## config.mk

```make
export PLATFORM = sky130hd
export DESIGN_NAME = hex_disp_sched
export DESIGN_NICKNAME = d
export VERILOG_FILES = /design/src/rtl/hex_disp_sched.sv
export SDC_FILE = /design/constraint.sdc
export NUM_CORES = 1
export LEC_CHECK = 0
export CORE_AREA = 2 2 97 99
export CTS_BUF_LIST = sky130_fd_sc_hd__clkbuf_2
export DETAILED_ROUTE_END_ITERATION = 10
export DIE_AREA = 0 0 99 101
export PLACE_DENSITY_LB_ADDON = 0.12
export SLEW_MARGIN = 20
export SYNTH_ARGS = -nofsm -noshare
export SYNTH_HDL_FRONTEND = slang
export SYNTH_SLANG_ARGS = --single-unit
export TNS_END_PERCENT = 10
```

## constraint.sdc

```tcl
create_clock -name clk -period 4.35 [get_ports clk]
set_input_delay 1.305 -clock clk [delete_from_list [all_inputs] [get_ports clk]]
set_output_delay 1.305 -clock clk [all_outputs]
set_load 0.1 [all_outputs]
```

## src/rtl/hex_disp_sched.sv

```systemverilog
// Time-shared HEX display controller: one external 5-bit segment decoder serves both
// switch fields over a 4-cycle refresh loop; bad/banana values get animated glyphs.
module hex_disp_sched #(
  parameter int unsigned TICK_CYCLES = 25000000
) (
  input  logic       clk,
  input  logic       reset,
  input  logic [9:0] SW,
  output logic [4:0] dec_bin,
  input  logic [6:0] dec_seg,
  output logic [6:0] HEX5,
  output logic [6:0] HEX4,
  output logic [6:0] HEX3,
  output logic [6:0] HEX2,
  output logic [6:0] HEX1,
  output logic [6:0] HEX0,
  output logic       upd_done
);

  localparam int unsigned CntW = (TICK_CYCLES > 1) ? $clog2(TICK_CYCLES) : 1;
  localparam logic [CntW-1:0] CntMax = CntW'(TICK_CYCLES - 1);

  localparam logic [6:0] GlyphB     = 7'b0000011;
  localparam logic [6:0] GlyphA     = 7'b0001000;
  localparam logic [6:0] GlyphN     = 7'b0101011;
  localparam logic [6:0] GlyphD     = 7'b0100001;
  localparam logic [6:0] GlyphBlank = 7'b1111111;

  typedef enum logic [1:0] {StCap, StDecLo, StDecHi, StUpd} state_e;
  typedef enum logic [1:0] {ModeNormal, ModeBad, ModeBanana} mode_e;

  function automatic logic field_bad(input logic [4:0] f);
    return f[4] & (f[3] | f[2]);
  endfunction

  // Glyph of the scrolling "bAnAnA" banner at display position pos for a given offset.
  function automatic logic [6:0] banana_glyph(input logic [2:0] pos, input logic [2:0] off);
    logic [3:0] idx;
    idx = {1'b0, pos} + {1'b0, off};
    if (idx >= 4'd6) idx = idx - 4'd6;
    if (idx == 4'd0) return GlyphB;
    else if (idx[0]) return GlyphA;
    else return GlyphN;
  endfunction

  state_e          state_q, state_d;
  mode_e           mode_q, mode_d, cls;
  logic [9:0]      sw_q, sw_d;
  logic [6:0]      seg_lo_q, seg_lo_d, seg_hi_q, seg_hi_d;
  logic [CntW-1:0] cnt_q, cnt_d;
  logic            tick_q, tick_d, phase_q, phase_d, wrap;
  logic [2:0]      off_q, off_d;
  logic [5:0][6:0] hex_q, hex_d;

  assign wrap = (cnt_q == CntMax);

  always_comb begin
    if (sw_q[4:0] == 5'd7 && sw_q[9:5] == 5'd10) cls = ModeBanana;
    else if (field_bad(sw_q[4:0]) || field_bad(sw_q[9:5])) cls = ModeBad;
    else cls = ModeNormal;
  end

  always_comb begin
    state_d  = state_q;
    mode_d   = mode_q;
    sw_d     = sw_q;
    seg_lo_d = seg_lo_q;
    seg_hi_d = seg_hi_q;
    cnt_d    = wrap ? '0 : cnt_q + CntW'(1);
    tick_d   = tick_q | wrap;
    phase_d  = phase_q;
    off_d    = off_q;
    hex_d    = hex_q;
    dec_bin  = '0;
    upd_done = 1'b0;
    unique case (state_q)
      StCap: begin
        sw_d    = SW;
        state_d = StDecLo;
      end
      StDecLo: begin
        dec_bin  = sw_q[4:0];
        seg_lo_d = dec_seg;
        state_d  = StDecHi;
      end
      StDecHi: begin
        dec_bin  = sw_q[9:5];
        seg_hi_d = dec_seg;
        state_d  = StUpd;
      end
      StUpd: begin
        upd_done = 1'b1;
        state_d  = StCap;
        // Pending tick is consumed here; a wrap in this same cycle is kept for next time.
        tick_d   = wrap;
        if (cls != mode_q) begin
          mode_d  = cls;
          cnt_d   = '0;
          tick_d  = 1'b0;
          phase_d = 1'b0;
          off_d   = '0;
        end else if (tick_q) begin
          if (mode_q == ModeBad) phase_d = ~phase_q;
          if (mode_q == ModeBanana) off_d = (off_q == 3'd5) ? 3'd0 : off_q + 3'd1;
        end
        hex_d = {6{GlyphBlank}};
        unique case (mode_d)
          ModeBad: begin
            if (!phase_d) begin
              hex_d[5] = GlyphB;
              hex_d[4] = GlyphA;
              hex_d[3] = GlyphD;
            end
            hex_d[1] = seg_hi_q;
            hex_d[0] = seg_lo_q;
          end
          ModeBanana: begin
            for (int i = 0; i < 6; i++) hex_d[5-i] = banana_glyph(3'(i), off_d);
          end
          default: begin
            hex_d[1] = seg_hi_q;
            hex_d[0] = seg_lo_q;
          end
        endcase
      end
      default: state_d = StCap;
    endcase
  end

  always_ff @(posedge clk) begin
    if (reset) begin
      state_q  <= StCap;
      mode_q   <= ModeNormal;
      sw_q     <= '0;
      seg_lo_q <= GlyphBlank;
      seg_hi_q <= GlyphBlank;
      cnt_q    <= '0;
      tick_q   <= 1'b0;
      phase_q  <= 1'b0;
      off_q    <= '0;
      hex_q    <= {6{GlyphBlank}};
    end else begin
      state_q  <= state_d;
      mode_q   <= mode_d;
      sw_q     <= sw_d;
      seg_lo_q <= seg_lo_d;
      seg_hi_q <= seg_hi_d;
      cnt_q    <= cnt_d;
      tick_q   <= tick_d;
      phase_q  <= phase_d;
      off_q    <= off_d;
      hex_q    <= hex_d;
    end
  end

  assign HEX5 = hex_q[5];
  assign HEX4 = hex_q[4];
  assign HEX3 = hex_q[3];
  assign HEX2 = hex_q[2];
  assign HEX1 = hex_q[1];
  assign HEX0 = hex_q[0];

endmodule
```

==> impl_metrics.tcl <==
set metrics [dict create \
    outcome "complete, no violations" \
    final_util 0.5456 \
    io_buffers 66 \
    hold_viol 0 \
    peakVddDrop_mv 0.2304 \
    drtIter0Drc 116 \
    viasPerCell 5.264 \
    setup_viol 0 \
    vias 3348 \
    grt_usage 0.1891 \
    ctsHoldBuffers 0 \
    drt-wirelength-per-cell_um 14.21 \
    cts_setup_buffers 0 \
    rr_endpoint "HEX4[5]" \
    drive_gt1_frac 0.07810 \
    async_flop_share 0 \
    cp_max_fo 12 \
    hp-start "seg_lo_q[6]" \
    nets 556 \
    synth_area_um2 4173 \
    synthCells 475 \
    crit_path_max_incr_delay_ns 0.52 \
    core_um2 8977 \
    htreeDepth 3 \
    critPathKind "flop to flop" \
    syn2layout_area_growth_pct 17.39 \
    die_y_um 101 \
    num_rows 35 \
    ant_nets 0 \
    worstPathArrival_ns 4.31 \
    overflow 0 \
    crit_chain "o21a_1 > or3_4 > a211oi_2 > buf_4 > a21boi_0 > buf_4 > inv_1 > ha_1 > ha_1 > nor4bb_1 > nor3b_1 > mux2_2 > nor2_1 > o211ai_1" \
    avgSynthCellArea_um2 8.785 \
    ys_seq_elements 86 \
    reg2reg_depth 14 \
    leakage_nw 1.962 \
    wl_um 9040 \
    grt_pass1_vias 3211 \
    antenna_found_initial 0 \
    cp_slowest_cell "nor4bb_1" \
    grt_max_degree 35 \
    rr_startpoint "sw_q[7]" \
    fmax_ghz 0.2563 \
    end_kind "flop" \
    pin_count 67 \
    rsz0062_at_grt "no" \
    maxSlewHeadroom 0.3448 \
    power_density_nw_per_um2 434.3 \
    post-route-drc-count 0 \
    tightest_slew_ns 0.9797 \
    numClockSinks 86 \
    cp.buffers_inverters 3 \
    numCtsBuffers 9 \
    reg2reg_slack_ns 0.45 \
    cap_viol_max_count 0 \
    cp.required_ns 4.76 \
    clk_latency_ns 0.56 \
    hpwl_um 6431 \
    fin_skew_ns 0.04744 \
    critPathLaunchType "flop" \
    hold_class "flop to flop" \
    cts_resized 0 \
    fin_tns_setup_ns 0 \
    firstDrtPassIters 5 \
    ys.flop_type "dfxtp_1" \
    initial_core_util 0.4648 \
    fin_crit_ns 3.902 \
    min_to "HEX0[6]" \
    gp_congestion 0.8590 \
    whs_path_depth 2 \
    fin_crit_sh 0.8969 \
    dieArea_um2 9999 \
    insertedDiodeCount 0 \
    seq_area_frac_synth 0.4126 \
    synth-edff-count 0 \
    clk_pin_slew_ns 0.27 \
    yosys.cell_types.count 60 \
    cp_top_family "simple AND/OR/NAND/NOR gates" \
    clockBufferDepth 2 \
    cts_tree "built" \
    die_x_um 99 \
    syn_nets 511 \
    slew_viol_final 0 \
    grt_pass1_wl_um 15370 \
    clock-root-buffer "clkbuf_2" \
    yosys_warnings 0 \
]
-- how the worst max path moves through the flow --
stage                     cells after the start       to  slack [ns]    start
after floorplan                              13  HEX4[3]        0.42  sw_q[7]
after global placement                       14  HEX4[3]        0.68  sw_q[7]
after detailed placement                     14  HEX4[3]        0.50  sw_q[7]
after CTS                                    14  HEX4[5]        0.45  sw_q[7]
after global routing                         14  HEX4[5]        0.11  sw_q[7]
final                                        14  HEX4[5]        0.45  sw_q[7]
-- worst reg2reg max path, cell delays in order, from the launching register on --
cell and delay (ns):
dfxtp_1 0.39, o21a_1 0.22, or3_4 0.37, a211oi_2 0.22
buf_4 0.22, a21boi_0 0.21, buf_4 0.18, inv_1 0.08
ha_1 0.37, ha_1 0.35, nor4bb_1 0.52, nor3b_1 0.10
mux2_2 0.28, nor2_1 0.15, o211ai_1 0.11
-- cells in the final DEF (no fill, tap or decap), types with 3 or more instances in the layout --
| cell type | n |
|---|---|
| xnor2_1 | 10 |
| nor3_1 | 6 |
| o21ai_0 | 20 |
| clkbuf_2 | 9 |
| o211ai_1 | 3 |
| inv_6 | 3 |
| nand2b_1 | 4 |
| a211o_1 | 6 |
| clkdlybuf4s50_1 | 60 |
| and4_1 | 3 |
| a21oi_1 | 17 |
| and3_1 | 8 |
| inv_1 | 19 |
| nand4_1 | 9 |
| clkinvlp_4 | 3 |
| a31oi_1 | 3 |
| dfxtp_1 | 86 |
| nand4b_1 | 3 |
| nor2_1 | 62 |
| nor2b_1 | 8 |
| nor4_1 | 3 |
| mux2i_1 | 29 |
| ha_1 | 17 |
| nand2_1 | 42 |
| buf_4 | 12 |
| nand3_1 | 11 |
| or3_1 | 3 |
| xor2_1 | 19 |
| a22oi_1 | 6 |
-- synth_stat cells (3+ instances only) --
| library cell | count | share of area |
|---|---|---|
| nand3_1 | 11 | 0.013 |
| a31oi_1 | 3 | 0.0045 |
| nor2_1 | 62 | 0.056 |
| a21oi_1 | 17 | 0.020 |
| nand2_1 | 42 | 0.038 |
| buf_2 | 3 | 0.0036 |
| and3_1 | 8 | 0.012 |
| nand2b_1 | 4 | 0.0060 |
| xor2_1 | 19 | 0.040 |
| ha_1 | 17 | 0.051 |
| xnor2_1 | 10 | 0.021 |
| o21ai_0 | 20 | 0.024 |
| o211ai_1 | 3 | 0.0054 |
| inv_1 | 19 | 0.017 |
| dfxtp_1 | 86 | 0.41 |
| and4_1 | 3 | 0.0063 |
| a211o_1 | 6 | 0.013 |
| a22oi_1 | 6 | 0.011 |
| buf_4 | 15 | 0.027 |
| nor2b_1 | 8 | 0.012 |
| mux2i_1 | 29 | 0.070 |
| clkbuf_1 | 18 | 0.016 |
| nand4b_1 | 3 | 0.0063 |
| nand4_1 | 9 | 0.013 |
| nor4_1 | 3 | 0.0045 |
| nor3_1 | 6 | 0.0072 |
| or3_1 | 3 | 0.0045 |
-- where the power goes --
group / internal, mW / leakage [nW] / total, mW / switching [mW]
clock network: 0.0797 / 0.0553 / 0.376 / 0.297
registers: 0.869 / 0.701 / 0.923 / 0.0542
logic: 0.243 / 1.21 / 0.828 / 0.585
-- routing by layer --
metal / wire length (um) / share of wire / up-vias / GRT usage
met5: 0 / 0 / - / 0
met1: 4365 / 0.48 / 1545 / 0.2474
li1: - / - / 1716 / -
met3: 427 / 0.047 / 20 / 0.04993
met2: 4087 / 0.45 / 67 / 0.3072
met4: 159 / 0.018 / 0 / 0.05690
-- kinds of logic (layout without fill, tap and decap cells) --
| group | after synthesis | in the layout | share of synthesized area |
|---|---|---|---|
| AOI/OAI and AO/OA | 77 | 77 | 0.1223 |
| xor gates and xnor gates | 29 | 29 | 0.06087 |
| adders and majority gates | 17 | 17 | 0.05097 |
| buffers and inverters | 59 | 109 | 0.06896 |
| DFF | 86 | 86 | 0.4126 |
| muxes | 30 | 30 | 0.07226 |
| and+or+nand+nor | 177 | 177 | 0.2120 |
-- through the flow --
step                      cells  hold slack [ns]  power (mW)  instance area, um2  worst slack, ns
after detailed placement    620           0.4518       1.770                4800           0.5022
final                       636           0.4502       2.127                4898           0.4483
after global placement      620           0.4500       1.762                4800           0.6754
after global routing        636           0.4859       2.243                4898           0.1065
after floorplan             475           0.4358       1.606                4173           0.4244
after CTS                   636           0.4450       2.151                4898           0.4540
-- cell type report --
class                   count  area, um2
multi-input cells         330       2163
clock buffers               9      45.04
inverters                  21      85.08
clock inverters             7      53.80
repair buffers             72      690.7
well taps                 111      138.9
fillers                   849       4079
flip-flops and latches     86       1722
-- state kept, by name (all words and copies together) (netlist names), 2 cells and up --
signal	count
cnt_q	25
sw_q	10
HEX0	7
HEX1	7
seg_hi_q	7
seg_lo_q	7
HEX3	5
HEX2	4
HEX4	3
off_q	3
HEX5	2
mode_q	2
state_q	2
(Power assumes the default switching activity.)
==> edit 1: new RTL, config.mk and constraints unchanged <==
The parameter `TICK_CYCLES` goes from 25000000 to 12500000.
--- a/src/rtl/hex_disp_sched.sv
+++ b/src/rtl/hex_disp_sched.sv
@@ -1,7 +1,7 @@
 // Time-shared HEX display controller: one external 5-bit segment decoder serves both
 // switch fields over a 4-cycle refresh loop; bad/banana values get animated glyphs.
 module hex_disp_sched #(
-  parameter int unsigned TICK_CYCLES = 25000000
+  parameter int unsigned TICK_CYCLES = 12500000
 ) (
   input  logic       clk,
   input  logic       reset,
Behaviour: no difference found for any inputs over 10 cycles, from zero or initial values and one cycle with reset high; that may be too few to reach the edited logic, so the function may still have changed.
==> edit 1 against the unedited design <==
Sequential share of layout area decreased by 0.74 points; largest power group unchanged; cell count decreased by 2.0%; via count decreased by 1.9%; critical path depth decreased by 2; wire length increased by 0.44%; setup slack improved by 260 ps; synthesized area increased by 0.99%; highest routed layer unchanged; synthesized cell count decreased by 3.2%; sequential cell count decreased by 1; critical path type unchanged; total power increased by 4.9%; design area increased by 0.97%.
==> edit 1: results <==
[setup_path]
r2r_cells = 12
worst_path_largest_cell_delay_ps = 480
crit_path_end = HEX4[3]
worstPathArrival_ps = 4060
reg2reg_to = HEX4[3]
path_max_fanout = 9
slowest_stage = nor2b_1
reg2reg_slack_ps = 710
r2r-start = sw_q[9]

[final_layout]
final_net_count = 544
layout_top_registers = cnt_q x24, sw_q x10
drive_above_1_share = 0.115

[synth]
synth-xor-area-share = 0.0540
synthMuxAreaShare = 0.0736
synth-seq-area-share = 0.404
syn_nets = 497
synth_compound_area_frac = 0.128
synth_common_cells = dfxtp_1, nand2_1, mux2i_1, nor2_1, a21oi_1
synth_fa_ha_area_frac = 0.0534
synthTopCellsByArea = dfxtp_1, mux2i_1, ha_1, nand2_1, xor2_1
synth_top_area_cell = dfxtp_1

[route]
dr.first_iter.drc_count = 120
vias = 3285
dr.pass1.iters = 4

[timing]
fin_skew_ps = 33.4
slew_headroom = 0.349

[clock_tree]
clk_latency_ps = 530
cts_root_buf = clkbuf_2

[place]
place_congestion = 0.812
dp_hpwl_mm = 6.46

[grt]
gr-usage-all-layers = 0.188
grt_max_degree = 30
grt_pass1_vias = 3201
grt_pass1_wl_mm = 15.4

[status]
outcome = complete, no violations

[power_and_ir_drop]
intPower_w = 0.00125
ir_drop_mv = 0.262
p_leak_nw = 1.88
==> edit 1: changes by cell type after synthesis, sizes merged, moves of 5 or more <==
cell	before	now
a21oi	17	22
clkbuf	18	12
nor2	62	52
nor3	6	11
==> edit 1: final cells by class <==
cell class	count	area, µm²	share of cell area
Clock buffer	9	45.0	0.00911
Clock inverter	7	80.1	0.0162
Inverter	20	75.1	0.0152
Multi-Input combinational cell	320	2220	0.449
Sequential cell	85	1700	0.344
Tap cell	111	139	0.0281
Timing Repair Buffer	71	683	0.138
==> edit 1: metal layers <==
metal  share of wire  global-route usage  vias to the layer above
li1                -                   -                     1661
met1            0.47               0.248                     1535
met2            0.47               0.308                       80
met3           0.047              0.0506                        9
met4           0.010              0.0443                        0
met5               0                   0                        -
==> edit 1: metrics by stage <==
| step | utilization | hold slack, ps | std cells | setup WS [ps] |
|---|---|---|---|---|
| 5_1_grt | 0.551 | 509 | 623 | 356 |
| 4_1_cts | 0.551 | 488 | 623 | 678 |
| 2_1_floorplan | - | 436 | 460 | 566 |
| 3_3_place_gp | 0.537 | 450 | 607 | 881 |
| 3_5_place_dp | 0.537 | 450 | 607 | 703 |
| 6_report | 0.551 | 473 | 623 | 708 |
==> edit 1: logic make-up (layout without fill, tap and decap cells) <==
kind of cell,Yosys count,count (layout)
buffers and inverters,55,107
adders and majority gates,18,18
xor gates and xnor gates,26,26
and+or+nand+nor,166,166
muxes,31,31
AOI/OAI and AO/OA,79,79
DFF,85,85
==> edit 1: power by group through the flow <==
stage	Sequential, W	Combinational [W]	Clock (W)
floorplan	0.00116	0.000493	0
global placement	0.000933	0.000878	0
detailed placement	0.000936	0.000881	0
CTS	0.000920	0.000883	0.000450
global route	0.000934	0.000928	0.000486
finish	0.000920	0.000878	0.000434
==> edit 1: worst max-delay path, delay by kind of cell, from the launching register on <==
family,cells,cell delay (ps)
multiplexers,1,90
AND/OR/NAND/NOR,2,780
adder cells (fa/ha/maj),2,650
flip-flops,1,380
buffers and inverters,1,180
AO/OA/AOI/OAI,6,1500
==> edit 1: worst min-delay path by stage <==
stage	slack, ps	start	to
after floorplan	440	seg_hi_q[0]	seg_hi_q[0]
after global placement	450	seg_hi_q[1]	seg_hi_q[1]
after detailed placement	450	seg_hi_q[1]	seg_hi_q[1]
after CTS	490	seg_hi_q[2]	HEX1[2]
after global routing	510	seg_hi_q[2]	HEX1[2]
final	470	seg_hi_q[2]	HEX1[2]
==> edit 2: new RTL, config.mk and constraints unchanged <==
Without the edit above. Take the reset off `sw_q` and load it in a clocked block of its own.
--- a/src/rtl/hex_disp_sched.sv
+++ b/src/rtl/hex_disp_sched.sv
@@ -131,7 +131,6 @@
     if (reset) begin
       state_q  <= StCap;
       mode_q   <= ModeNormal;
-      sw_q     <= '0;
       seg_lo_q <= GlyphBlank;
       seg_hi_q <= GlyphBlank;
       cnt_q    <= '0;
@@ -142,7 +141,6 @@
     end else begin
       state_q  <= state_d;
       mode_q   <= mode_d;
-      sw_q     <= sw_d;
       seg_lo_q <= seg_lo_d;
       seg_hi_q <= seg_hi_d;
       cnt_q    <= cnt_d;
@@ -153,6 +151,10 @@
     end
   end
 
+  always_ff @(posedge clk) begin
+    sw_q <= sw_d;
+  end
+
   assign HEX5 = hex_q[5];
   assign HEX4 = hex_q[4];
   assign HEX3 = hex_q[3];
Function: no difference found for any inputs over 10 cycles, from zero or initial values and one cycle with reset high; that may be too few to reach the edited logic, so the function may still have changed.
==> edit 2 against the unedited design <==
Critical path depth is 9 lower; total power rose by 5.9%; non-clock buffer count down 3; wire length shrank 0.33%; maximum frequency grew 9.8%; clock power increased by 28%; synthesized area fell by 0.93%; setup slack gained 350 ps; sequential cell count unchanged; core utilization barely moved; design area barely moved; sequential share of layout area up 2.1 points; critical endpoint is now dec_bin[3].
==> edit 2: results <==
[route]
wl_mm = 9.01
vias = 3290
dr.first_iter.drc_count = 119
dr.pass1.iters = 4

[synth]
synthTopCellsByArea = dfxtp_1, edfxtp_1, ha_1, nor2_1, mux2i_1
syn_nets = 498
synth-seq-area-share = 0.441
synth_common_cells = dfxtp_1, nor2_1, nand2_1, a21oi_1, o21ai_0
synth_edf_count = 10
ys_warn_count = 0
yosysUniqueCellTypes = 57

[timing]
setup_tns_ps = 0
slew_headroom = 0.339
fin_skew_ps = 29.7

[grt]
grt_pass1_vias = 3167
grt_pass1_wl_mm = 15.2
gr-usage-all-layers = 0.191
grt_max_degree = 38

[setup_path]
startpoint = state_q[0]
r2r-start = sw_q[4]
critPathTopFamily = adder cells
slowest_stage = ha_1
path_max_fanout = 13
worst_path_largest_cell_delay_ps = 610
worstPathArrival_ps = 2250

[clock_tree]
numCtsBuffers = 9
post_cts_resized = 0
cts_root_buf = clkbuf_2
clk_latency_ps = 530
clockBufferDepth = 2

[final_layout]
final_net_count = 544
layout_top_registers = cnt_q x25, sw_q x10
drive_above_1_share = 0.0702

[worst_hold_path]
hp-class = reg -> reg
hold_path.startpoint = seg_hi_q[2]

[place]
place_congestion = 0.839
dp_hpwl_mm = 6.39
port_buffers = 66
dpl_cell_area_um2 = 4750

[status]
outcome = complete, no violations

[power_and_ir_drop]
p_leak_nw = 1.85
swShare = 0.420
ir_drop_mv = 0.203
## edit 2: final timing paths
kind | end | slack (ps) | cells after the start
worst max-delay path | dec_bin[3] | 800 | 5
worst min-delay path | HEX1[2] | 470 | 2
worst max register to register | HEX4[5] | 1140 | 13
worst min register to register | HEX1[2] | 470 | 2
## edit 2: area by class of cell
class | count | area, µm²
fillers | 848 | 4080
multi-input cells | 324 | 2060
flip-flops and latches | 86 | 1820
repair buffers | 69 | 668
well taps | 111 | 139
clock inverters | 7 | 96.3
inverters | 18 | 67.6
clock buffers | 9 | 45.0
## edit 2: cell families (layout without fill, tap and decap cells)
logic type | Yosys count | in the layout | synth area share
simple gates | 178 | 178 | 0.209
flops | 86 | 86 | 0.441
compound gates | 78 | 78 | 0.121
buf+inv | 52 | 103 | 0.0614
xor+xnor | 30 | 30 | 0.0654
mux | 21 | 21 | 0.0515
fa+ha+maj | 17 | 17 | 0.0515
## edit 2: layer usage
metal  track usage  vias to the layer above  share of wire
met5             0                        -              0
met4        0.0759                        0          0.017
met3        0.0340                       13          0.035
met2         0.330                       63           0.50
met1         0.235                     1551           0.45
li1              -                     1663              -
## edit 2: tightest hold or removal path, cell delays in order (launching register included)
cell     delay (ps)
dfxtp_1         370
nand2_1          60
o21ai_0          60
## edit 2: metrics by stage
| stage | worst slack [ps] | hold WS [ps] | cells |
|---|---|---|---|
| 2_1_floorplan | 565 | 430 | 462 |
| 4_1_cts | 730 | 481 | 624 |
| 5_1_grt | 545 | 512 | 624 |
| 3_3_place_gp | 1250 | 442 | 608 |
| 3_5_place_dp | 1150 | 455 | 608 |
| 6_report | 797 | 473 | 624 |
## edit 2: power by group through the flow
| stage | Combinational [W] | Clock [W] | Sequential [W] |
|---|---|---|---|
| floorplan | 0.000483 | 0 | 0.00114 |
| global placement | 0.000822 | 0 | 0.000962 |
| detailed placement | 0.000827 | 0 | 0.000966 |
| CTS | 0.000828 | 0.000496 | 0.000950 |
| global route | 0.000871 | 0.000529 | 0.000962 |
| finish | 0.000822 | 0.000481 | 0.000950 |
